## config.mk

```make
export PLATFORM = sky130hd
export DESIGN_NAME = alu_frame_builder
export DESIGN_NICKNAME = d
export VERILOG_FILES = /design/src/rtl/alu_frame_builder.sv
export SDC_FILE = /design/constraint.sdc
export NUM_CORES = 1
export LEC_CHECK = 0
export ABC_AREA = 1
export CORE_AREA = 2 2 292 294
export CTS_BUF_LIST = sky130_fd_sc_hd__clkbuf_4 sky130_fd_sc_hd__clkbuf_8
export CTS_CLUSTER_DIAMETER = 40
export DETAILED_ROUTE_END_ITERATION = 10
export DIE_AREA = 0 0 294 296
export PLACE_DENSITY = 0.75
export SLEW_MARGIN = 20
export SYNTH_ARGS = -nofsm -noshare
export SYNTH_HDL_FRONTEND = slang
export SYNTH_SLANG_ARGS = --single-unit
```

## constraint.sdc

```tcl
create_clock -name clk -period 4.7 [get_ports clk]
set_input_delay 0.94 -clock clk [delete_from_list [all_inputs] [get_ports clk]]
set_output_delay 0.94 -clock clk [all_outputs]
set_load 0.03 [all_outputs]
```

## src/rtl/alu_frame_builder.sv

```systemverilog
// alu_frame_builder: buffers ALU result words and emits them as length-delimited frames with sof/eof.
// Latency: request accepted at edge T with data present -> first beat visible in cycle T+2.
// Backpressure: frame_hold freezes the current beat; frame_bp flags a nearly full FIFO.

// alu_frame_fifo: generic power-of-2 FIFO with occupancy count, writes dropped when full.
// Latency: a write is visible in count the cycle after its edge; rd_dat shows the head combinationally.
// Backpressure: none internally; the owner must not pop when empty and must watch count for full.
module alu_frame_fifo #(
    parameter int W     = 32,
    parameter int DEPTH = 32
) (
    input  logic                     clk,
    input  logic                     rst,
    input  logic                     wr_vld,
    input  logic [W-1:0]             wr_dat,
    input  logic                     rd_pop,
    output logic [W-1:0]             rd_dat,
    output logic [$clog2(DEPTH):0]   count
);
    localparam int AW = $clog2(DEPTH);
    localparam logic [AW:0]   FULL_CNT = DEPTH[AW:0];
    localparam logic [AW:0]   CNT_ONE  = 1;
    localparam logic [AW-1:0] PTR_ONE  = 1;

    logic [W-1:0]  mem [DEPTH];
    logic [AW-1:0] wptr;
    logic [AW-1:0] rptr;
    logic          wr_en;
    logic          rd_en;

    assign wr_en  = wr_vld && (count != FULL_CNT);
    assign rd_en  = rd_pop && (count != '0);
    assign rd_dat = mem[rptr];

    always_ff @(posedge clk) begin
        if (wr_en) mem[wptr] <= wr_dat;
    end

    always_ff @(posedge clk) begin
        if (rst) begin
            wptr  <= '0;
            rptr  <= '0;
            count <= '0;
        end else begin
            if (wr_en) wptr <= wptr + PTR_ONE;
            if (rd_en) rptr <= rptr + PTR_ONE;
            if (wr_en && !rd_en)      count <= count + CNT_ONE;
            else if (rd_en && !wr_en) count <= count - CNT_ONE;
        end
    end
endmodule

module alu_frame_builder #(
    parameter int DATA_W    = 32,
    parameter int DEPTH     = 32,
    parameter int LEN_W     = 6,
    parameter int BP_THRESH = DEPTH - 3
) (
    input  logic                     clk,
    input  logic                     rst,
    input  logic [LEN_W-1:0]         frame_len,
    input  logic                     frame_len_val,
    output logic                     frame_len_rdy,
    input  logic [DATA_W-1:0]        alu_data,
    input  logic                     alu_ready,
    output logic                     frame,
    output logic [DATA_W-1:0]        frame_data,
    output logic                     frame_sof,
    output logic                     frame_eof,
    input  logic                     frame_hold,
    output logic                     frame_bp,
    output logic [$clog2(DEPTH):0]   fifo_count,
    output logic                     err_ovf,
    output logic                     err_len0
);
    localparam logic [LEN_W-1:0] LEN_ONE = 1;

    typedef enum logic [1:0] {IDLE, PENDING, FRAMING} state_t;

    state_t            state;
    state_t            state_nxt;
    logic [LEN_W-1:0]  remaining;
    logic              first_beat;
    logic              accept;
    logic              pop;
    logic [DATA_W-1:0] rd_dat;
    logic              cnt_ge_len;
    logic              cnt_ge_rem;
    logic              fifo_full;

    alu_frame_fifo #(.W(DATA_W), .DEPTH(DEPTH)) u_fifo (
        .clk    (clk),
        .rst    (rst),
        .wr_vld (alu_ready),
        .wr_dat (alu_data),
        .rd_pop (pop),
        .rd_dat (rd_dat),
        .count  (fifo_count)
    );

    // Length checks use the registered count, so a same-cycle write never counts.
    assign cnt_ge_len = 32'(fifo_count) >= 32'(frame_len);
    assign cnt_ge_rem = 32'(fifo_count) >= 32'(remaining);
    assign fifo_full  = 32'(fifo_count) == DEPTH;

    always_ff @(posedge clk) begin
        if (rst) state <= IDLE;
        else     state <= state_nxt;
    end

    always_comb begin
        state_nxt = state;
        case (state)
            IDLE:    if (accept && frame_len != '0) state_nxt = cnt_ge_len ? FRAMING : PENDING;
            PENDING: if (cnt_ge_rem) state_nxt = FRAMING;
            FRAMING: if (pop && remaining == LEN_ONE) state_nxt = IDLE;
            default: state_nxt = IDLE;
        endcase
    end

    always_comb begin
        frame_len_rdy = (state == IDLE) && !rst;
        accept        = frame_len_val && frame_len_rdy;
        pop           = (state == FRAMING) && (remaining != '0) && (!frame || !frame_hold);
    end

    always_ff @(posedge clk) begin
        if (rst) begin
            remaining  <= '0;
            first_beat <= 1'b0;
            frame      <= 1'b0;
            frame_data <= '0;
            frame_sof  <= 1'b0;
            frame_eof  <= 1'b0;
            frame_bp   <= 1'b0;
            err_ovf    <= 1'b0;
            err_len0   <= 1'b0;
        end else begin
            if (accept) begin
                remaining  <= frame_len;
                first_beat <= 1'b1;
            end else if (pop) begin
                remaining  <= remaining - LEN_ONE;
                first_beat <= 1'b0;
            end
            // A held beat keeps every output field; an unheld beat retires unless replaced.
            if (pop) begin
                frame      <= 1'b1;
                frame_data <= rd_dat;
                frame_sof  <= first_beat;
                frame_eof  <= (remaining == LEN_ONE);
            end else if (!frame_hold) begin
                frame     <= 1'b0;
                frame_sof <= 1'b0;
                frame_eof <= 1'b0;
            end
            frame_bp <= 32'(fifo_count) >= BP_THRESH;
            if (alu_ready && fifo_full)         err_ovf  <= 1'b1;
            if (accept && frame_len == '0)      err_len0 <= 1'b1;
        end
    end
endmodule

```

==> Word-level counts from Yosys, hierarchy flattened <==
Memories as Yosys holds them, arrays and structs flattened. A register that Yosys moved wholly into a read port is not among the register bits.
Cells that the tools add are included.
{ "op_classes": {"div_mod_pow": 0, "shift": 0, "n_eq_ne": 9, "n_addsub": 5, "n_reduce_logical": 26, "bitwise_logic": 0, "mul": 0, "mux": 17, "n_lt_le_gt_ge": 3} }
{ "ops": {"columns": ["op", "count"], "rows": [
  ["6-bit two-way mux", 4],
  ["6-bit nonzero test", 3],
  ["6-bit greater-or-equal comparator", 2],
  ["1-bit logical AND", 12],
  ["6-bit by 1-bit subtractor with 6-bit output (second input constant)", 2],
  ["5-bit by 1-bit adder with 5-bit output (second input constant)", 2],
  ["1-bit two-way mux", 8],
  ["2-bit two-way mux", 4],
  ["6-bit by 1-bit adder with 6-bit output (second input constant)", 1],
  ["6-bit by 1-bit equality test with 1-bit output (second input constant)", 1],
  ["6-bit equality test (second input constant)", 1],
  ["6-bit by 5-bit greater-or-equal comparator with 1-bit output (second input constant)", 1],
  ["6-bit logical NOT", 1],
  ["2-bit != test (second input constant)", 3],
  ["6-bit != test (second input constant)", 1],
  ["2-bit one-hot mux with 3 select lines", 1],
  ["1-bit logical NOT", 5],
  ["2-bit nonzero test", 2],
  ["3-bit AND reduction", 1],
  ["2-bit by 1-bit equality test with 1-bit output (second input constant)", 1],
  ["2-bit equality test (second input constant)", 1],
  ["2-bit logical NOT", 1],
  ["2-bit by 1-bit != test with 1-bit output (second input constant)", 1],
  ["1-bit logical OR", 1]
]} }
{ "word_totals": {"input_bits": 43, "ram_bits": 1024, "latchBits": 0, "regBits": 31, "word_cells": 73, "mem_bits_ro": 0, "memories": 1} }
{ "mem_list": {"columns": ["memory", "depth", "word_bits", "read_ports", "rd_clocked_by_memory_dff", "write_ports", "line", "text"], "rows": [
  ["u_fifo.mem", 32, 32, 1, 1, 1, "25", "logic [W-1:0] mem [DEPTH];"]
]} }

==> Depth between registers and ports, before layout <==
Gate-level depths: netlist of the first run.
{ "logic_depth": {"depth_word": 7, "depth_mapped": 19, "ltp_nobuf": 19} }

==> Hierarchy <==
From an unflattened synthesis of the first run, not the netlist that was laid out.
{ "hier_totals": {"cells_unflattened": 3948, "area_unflattened_um2": 45129.5} }
{ "modules_own_cells": {"columns": ["mod", "instances", "cells_each", "area_each_um2"], "rows": [
  ["alu_frame_fifo", 1, 3642, 42874.9],
  ["alu_frame_builder", 1, 306, 2254.7]
]} }

==> Least setup slack after synthesis of the first run <==
Ideal clock, no wire load.
{ "synth_timing": {"path_kind": "input port to flip-flop", "from": "input port alu_ready", "to": "memory u_fifo.mem[7][0], enable pin", "required_ps": 4239, "setup_slack_ps": 691, "arrival_time_ps": 3548, "path_buffers": 1, "path_stages": 5, "cell_sequence": "inv_1 nor2_1 buf_2 inv_1 nor3_1"} }
{ "synth_between": {"elab_chain_cells": 3} }
{ "synth_lines": {"columns": ["element", "line", "text"], "rows": [
  ["start: declaration", "65", "input logic alu_ready,"],
  ["1-bit logical AND", "31", "assign wr_en = wr_vld && (count != FULL_CNT);"],
  ["via u_fifo.wr_en", "28", "logic wr_en;"],
  ["1-bit two-way mux", "36", "if (wr_en) mem[wptr] <= wr_dat;"],
  ["1-bit two-way mux (not written as such)", "36", null],
  ["end: declaration", "25", null]
]} }
The timed path passes the listed nets, and every way through them passes these cells.

==> results of run 1 <==
through the flow:
stage / instances / hold WS [ps] / utilization / power (mW) / worst slack, ps
6_report: 5675 / 464 / 0.611 / 22.3 / 1500
3_5_place_dp: 5357 / 459 / 0.569 / 14.3 / 1060
5_1_grt: 5673 / 487 / 0.611 / 23.1 / 1380
4_1_cts: 5672 / 468 / 0.611 / 22.4 / 1550
2_1_floorplan: 4323 / 444 / - / 13.2 / 691
3_3_place_gp: 5357 / 454 / 0.569 / 14.3 / 1020
cells by family (layout without fill, tap and decap cells):
family / count (synthesis) / in the layout / share of synthesized area
buffers and inverters: 695 / 954 / 0.0622
adder cells (fa/ha/maj): 25 / 25 / 0.00700
XOR/XNOR: 8 / 8 / 0.00153
flip-flops: 1087 / 1087 / 0.700
other: 0 / 3 / 0
AND/OR/NAND/NOR: 2322 / 2322 / 0.208
AO/OA/AOI/OAI: 186 / 186 / 0.0209
registers in the layout (all words and copies together), names as in the netlist:
signal / flops
err_ovf: 1
frame_bp: 1
remaining: 6
u_fifo.mem: 1024
u_fifo.wptr: 5
first_beat: 1
err_len0: 1
state: 2
frame_eof: 1
u_fifo.count: 6
frame_data: 32
frame: 1
u_fifo.rptr: 5
frame_sof: 1
metal layers:
layer | up-vias | share of wire | global-route usage
li1 | 14600 | - | -
met1 | 15100 | 0.39 | 0.386
met2 | 1911 | 0.46 | 0.428
met3 | 230 | 0.12 | 0.0631
met4 | 0 | 0.029 | 0.104
met5 | - | 0 | 0
cells in the final DEF, fill, tap and decap left out, types with 2 or more instances in the layout:
master / n
nand2_1: 1430
edfxtp_1: 1024
nand3_1: 629
inv_1: 458
nor2_1: 219
clkbuf_8: 186
a21oi_1: 125
clkdlybuf4s50_1: 70
clkbuf_4: 66
buf_4: 66
dfxtp_1: 59
o21ai_0: 51
clkinv_1: 31
nor2_4: 29
ha_1: 24
buf_12: 20
buf_2: 17
clkinv_2: 13
inv_6: 7
clkinvlp_4: 7
xor2_1: 6
nor3_1: 5
nand4_1: 5
inv_2: 4
bufinv_16: 4
diode_2: 3
inv_8: 3
dfxtp_4: 3
nor3_2: 2
xnor2_1: 2
o211ai_1: 2
worst paths after layout:
check                  from              to  slack [ps]
max reg2reg  u_fifo.rptr[0]   frame_data[8]        1500
min reg2reg  frame_data[15]  frame_data[15]         460
max          u_fifo.rptr[0]   frame_data[8]        1500
min          frame_data[15]  frame_data[15]         460
cell usage after synthesis, types with 2 or more instances:
cell type,instances,area share
nor2_1,248,0.020
nand2_1,1431,0.12
buf_1,30,0.0025
inv_2,2,0.00016
buf_2,91,0.010
o21ai_0,51,0.0056
nand3_1,629,0.069
xnor2_1,2,0.00038
o211ai_1,2,0.00033
dfxtp_1,63,0.028
inv_1,464,0.038
nor3_1,7,0.00077
xor2_1,6,0.0011
edfxtp_1,1024,0.67
buf_6,5,0.0012
buf_4,22,0.0036
nand4_1,5,0.00068
a21oi_1,125,0.014
clkbuf_1,81,0.0066
ha_1,24,0.0066
final cells by class:
| cell class | instances | area share |
|---|---|---|
| antenna | 3 | 0.000146 |
| clock inverter | 63 | 0.00858 |
| inverter | 466 | 0.0343 |
| clock buffer | 252 | 0.0594 |
| multi-input combinational | 2541 | 0.216 |
| timing repair buffer | 173 | 0.0327 |
| tap | 1090 | 0.0265 |
| sequential | 1087 | 0.622 |
where the power goes:
group          total (mW)  switching [mW]  internal, mW
Combinational        3.23            2.32         0.909
Sequential           11.0           0.197          10.8
Clock                8.12            3.70          4.41
Total                22.3            6.22          16.1
critical path, stage by stage, from the launching register on:
cell and delay, ps:
dfxtp_4 880, inv_8 420, buf_4 440, nand2_1 90
nand3_1 60, nand3_1 130, nand2_1 70, nor2_1 370
nand2_1 170, nand3_1 100, a21oi_1 90
==> flow_metrics.py, run 1 <==
metrics = {
    "pwr": {
        "vdd_drop_max_uv": 238,
        "power_leakage_nw": 20.2,
        "power.density_nw_per_um2": 434,
    },
    "drt": {
        "first_iter_violations": 4380,
        "ant_nets": 0,
        "drc": 0,
        "wirelength_um": 120000,
        "vias": 31900,
        "vias_per_cell": 5.61,
        "first_pass_iters": 6,
        "routedWlPerCell_um": 21.2,
    },
    "synthesis": {
        "synth-seq-area-share": 0.700,
        "netlist_area_sq_um": 45700,
        "postSynthCellCount": 4323,
        "syn-num-nets": 4391,
        "async_reset_ff_frac": 0,
        "synth_seq_cells": 1087,
        "synth_edf_count": 1024,
        "yosysWarnings": 0,
        "avgSynthCellArea_sq_um": 10.6,
        "synth.distinct_cells": 31,
        "ys.flop_type": "edfxtp_1",
    },
    "sta": {
        "fin_crit_ps": 3200,
        "fin_crit_sh": 0.681,
        "drv_slew": 0,
        "fin_skew_ps": 56.5,
        "setup_viol": 0,
        "tightest_slew_ps": 1040,
        "setup_tns_ps": 0,
        "final_hold_viol_count": 0,
        "relSlewSlack": 0.306,
        "max_freq_ghz": 0.312,
        "rsz0062_at_grt": "false",
    },
    "grt": {
        "grt_start_max_net_pins": 129,
        "grt.overflow.total": 0,
        "grt_pass1_wl_um": 179000,
        "antenna_found_initial": 5,
        "grt_pass1_vias": 29500,
        "track_usage": 0.277,
    },
    "worst_setup_path": {
        "crit_required_ps": 5390,
        "reg2reg_depth": 10,
        "startpoint_type": "flip-flop",
        "path_class": "reg -> reg",
        "cp.arrival_ps": 3890,
        "setup.worst_path.end_class": "flip-flop",
        "crit_fanout": 125,
    },
    "placement": {
        "place_congestion": 0.877,
        "placed_area_sq_um": 48000,
        "port_buffers": 87,
        "place_hpwl_um": 69900,
    },
    "min_path": {
        "hold_class": "reg -> reg",
        "worstHoldPathCells": 2,
    },
    "die": {
        "ios": 88,
        "die_area_sq_um": 87000,
        "start_util": 0.543,
        "die_y_um": 296,
        "die_w_um": 294,
        "core_sq_um": 84200,
        "rows": 107,
    },
    "cts": {
        "cts_root_buf": "clkbuf_8",
        "clkSinkCount": 1087,
        "htree_levels": 4,
        "max-clock-path-buffers": 3,
        "post_cts_resized": 0,
        "path_clk_slew_ps": 60,
        "cts_buffers": 175,
        "insertion_delay_ps": 870,
        "cts_hold_buf": 0,
        "post_cts_buffers": 0,
        "cts_tree": "built",
    },
    "layout": {
        "area_growth_syn_to_layout_pct": 12.5,
        "nets": 4512,
        "multi_input_area_sq_um": 11100,
        "drive_gt1_frac": 0.0943,
        "seq_area_sq_um": 32000,
        "final_area_sq_um": 51500,
        "fillers": 6405,
    },
    "run_status": {
        "run_status": "complete, no violations",
    },
    "job": {
        "drv_cap": 0,
    },
}
Power figures use the tool's default switching activity.
==> inputs of run 2 (changes only) <==
PLACE_DENSITY = 0.78   (was 0.75)
clock period = 2.7 ns   (was 4.7 ns; I/O delays follow)
==> run 2 against run 1 <==
- die area unchanged
- utilization increased by 1.6 points
- clock power increased by 69%
- non-clock buffer count increased by 102
- hold slack got worse by 200 ps
- count of clock-buffer cells in the layout decreased by 26
- sequential share of layout area decreased by 1.6 points
==> flow_metrics.py, run 2 (synthesized netlist as in run 1, its figures left out) <==
metrics = {
    "grt": {
        "grt_pass1_wl_um": 182000,
        "grt.overflow.total": 0,
        "antenna_found_initial": 4,
        "grt_pass1_vias": 31300,
        "track_usage": 0.280,
        "grt_start_max_net_pins": 100,
    },
    "cts": {
        "post_cts_buffers": 0,
        "insertion_delay_ps": 860,
        "cts_tree": "built",
        "path_clk_slew_ps": 60,
        "cts_root_buf": "clkbuf_8",
        "max-clock-path-buffers": 3,
        "cts_buffers": 166,
        "htree_levels": 4,
        "cts_hold_buf": 0,
        "clkSinkCount": 1087,
    },
    "layout": {
        "final_core_util": 0.627,
        "nets": 4605,
        "layout_common_cells": "1430 x nand2_1, 1024 x edfxtp_1, 629 x nand3_1",
        "reg_top3": "u_fifo.mem x1024, frame_data x32",
        "largest_reg_flops": 1024,
        "top_register": "u_fifo.mem",
        "area_growth_syn_to_layout_pct": 15.4,
        "drive_gt1_frac": 0.107,
        "layout_commonest_cell": "nand2_1",
    },
    "die": {
        "die_w_um": 294,
        "die_y_um": 296,
        "start_util": 0.543,
        "ios": 88,
        "core_sq_um": 84200,
        "die_area_sq_um": 87000,
        "rows": 107,
    },
    "sta": {
        "relSlewSlack": 0.539,
        "setup_viol": 0,
        "drv_slew": 0,
        "rsz0062_at_grt": "false",
        "final_hold_viol_count": 0,
        "fin_skew_ps": 61.5,
        "setup_tns_ps": 0,
        "fin_crit_sh": 0.969,
        "max_freq_ghz": 0.382,
        "fin_crit_ps": 2620,
        "tightest_slew_ps": 691,
    },
    "worst_setup_path": {
        "cp.arrival_ps": 2080,
        "critical_path.top_delay_family": "buffers and inverters",
        "r2r_end": "u_fifo.count[5]",
        "cp_num_buf_inv": 1,
        "r2r_slack_ps": 190,
        "path_cells": "clkdlybuf4s50_1",
        "path_class": "reg -> out",
        "setup.worst_path.end_class": "primary output",
        "crit_fanout": 2,
        "crit_required_ps": 2160,
        "startpoint_type": "flip-flop",
        "slowest_delay_ps": 740,
        "reg2reg_depth": 18,
        "cp_slowest_cell": "clkdlybuf4s50_1",
        "r2r-start": "remaining[1]",
    },
    "pwr": {
        "netSwitchingPower_mw": 10.8,
        "power_leakage_nw": 20.8,
        "p_clk_frac": 0.352,
        "power.density_nw_per_um2": 734,
        "p_comb_frac": 0.159,
        "p_sw_frac": 0.278,
        "vdd_drop_max_uv": 397,
        "sequentialPowerShare": 0.489,
        "internal_power_mw": 28.0,
    },
    "drt": {
        "drc": 0,
        "vias": 32300,
        "ant_nets": 0,
        "routedWlPerCell_um": 21.1,
        "vias_per_cell": 5.60,
        "first_iter_violations": 4492,
        "wirelength_um": 121000,
        "first_pass_iters": 6,
        "m1WireLength_um": 45900,
        "met2_length_um": 56400,
        "top_layer": "met5",
        "wl_met3_um": 14600,
    },
    "min_path": {
        "hold_path.startpoint": "rst",
        "hold_class": "in -> reg",
        "min_to": "remaining[4]",
        "worstHoldPathCells": 4,
    },
    "placement": {
        "place_hpwl_um": 71100,
        "place_congestion": 0.879,
        "port_buffers": 87,
    },
    "run_status": {
        "run_status": "complete, no violations",
    },
    "job": {
        "drv_cap": 0,
    },
}
==> run 2: metal layers <==
layer / vias up / global-route usage
li1: 14800 / -
met1: 15200 / 0.376
met2: 1974 / 0.443
met3: 322 / 0.0652
met4: 4 / 0.119
met5: - / 0
==> run 2: worst reg2reg max path, cell delays in order, from the launching register on <==
cell      delay, ps
dfxtp_1         330
inv_1            80
ha_1            200
inv_1           110
nor2_4           60
nand3_1          80
nand3_2          70
nor2_1          130
inv_1            80
ha_2            200
inv_2           140
ha_1            280
buf_4           160
nand4_1         120
o211ai_1        100
nand2_1          70
nand2_1          50
nand2_1          60
a21oi_1          60
==> run 2: timing repair <==
| action | 4_1_cts | 5_1_grt |
|---|---|---|
| hold endpoints to repair | 0 | 0 |
| gates resized for setup | 5 | 7 |
| setup endpoints to repair | 5 | 3 |
==> run 2: cell type report <==
cell class	count	area [sq um]
Clock inverter	76	551
Multi-Input combinational cell	2541	11200
Tap cell	1090	1360
Antenna cell	3	7.51
Inverter	466	1770
Fill cell	6072	31400
Sequential cell	1087	32000
Timing Repair Buffer	275	3130
Clock buffer	226	2790
==> run 2: worst max-delay path by stage <==
stage	startpoint	to	depth (start not counted)
2_1_floorplan	u_fifo.count[1]	u_fifo.mem[0][0]	7
3_3_place_gp	frame_hold	u_fifo.count[3]	13
4_1_cts	frame_data[8]	frame_data[8]	1
5_1_grt	remaining[1]	u_fifo.count[3]	17
6_report	frame_data[8]	frame_data[8]	1
3_5_place_dp	frame_hold	u_fifo.count[3]	13
==> run 2: metrics by stage <==
stage,total power [mW],hold WS [ps],cells,setup WS [ps],area (sq um)
floorplan,22.9,444,4323,-427,45800
global route,40.2,276,5762,3.13,52800
detailed placement,25.3,461,5459,-153,49400
global placement,25.2,453,5459,-191,49400
finish,38.8,260,5764,83.1,52800
CTS,38.7,189,5761,35.8,52800
==> run 2: power groups by stage <==
stage / registers (mW) / logic [mW] / clock network (mW)
after floorplan: 19.4 / 3.46 / 0
after global placement: 19.3 / 5.87 / 0
after detailed placement: 19.3 / 5.98 / 0
after CTS: 18.9 / 6.01 / 13.8
after global routing: 19.0 / 6.73 / 14.5
final: 19.0 / 6.15 / 13.7
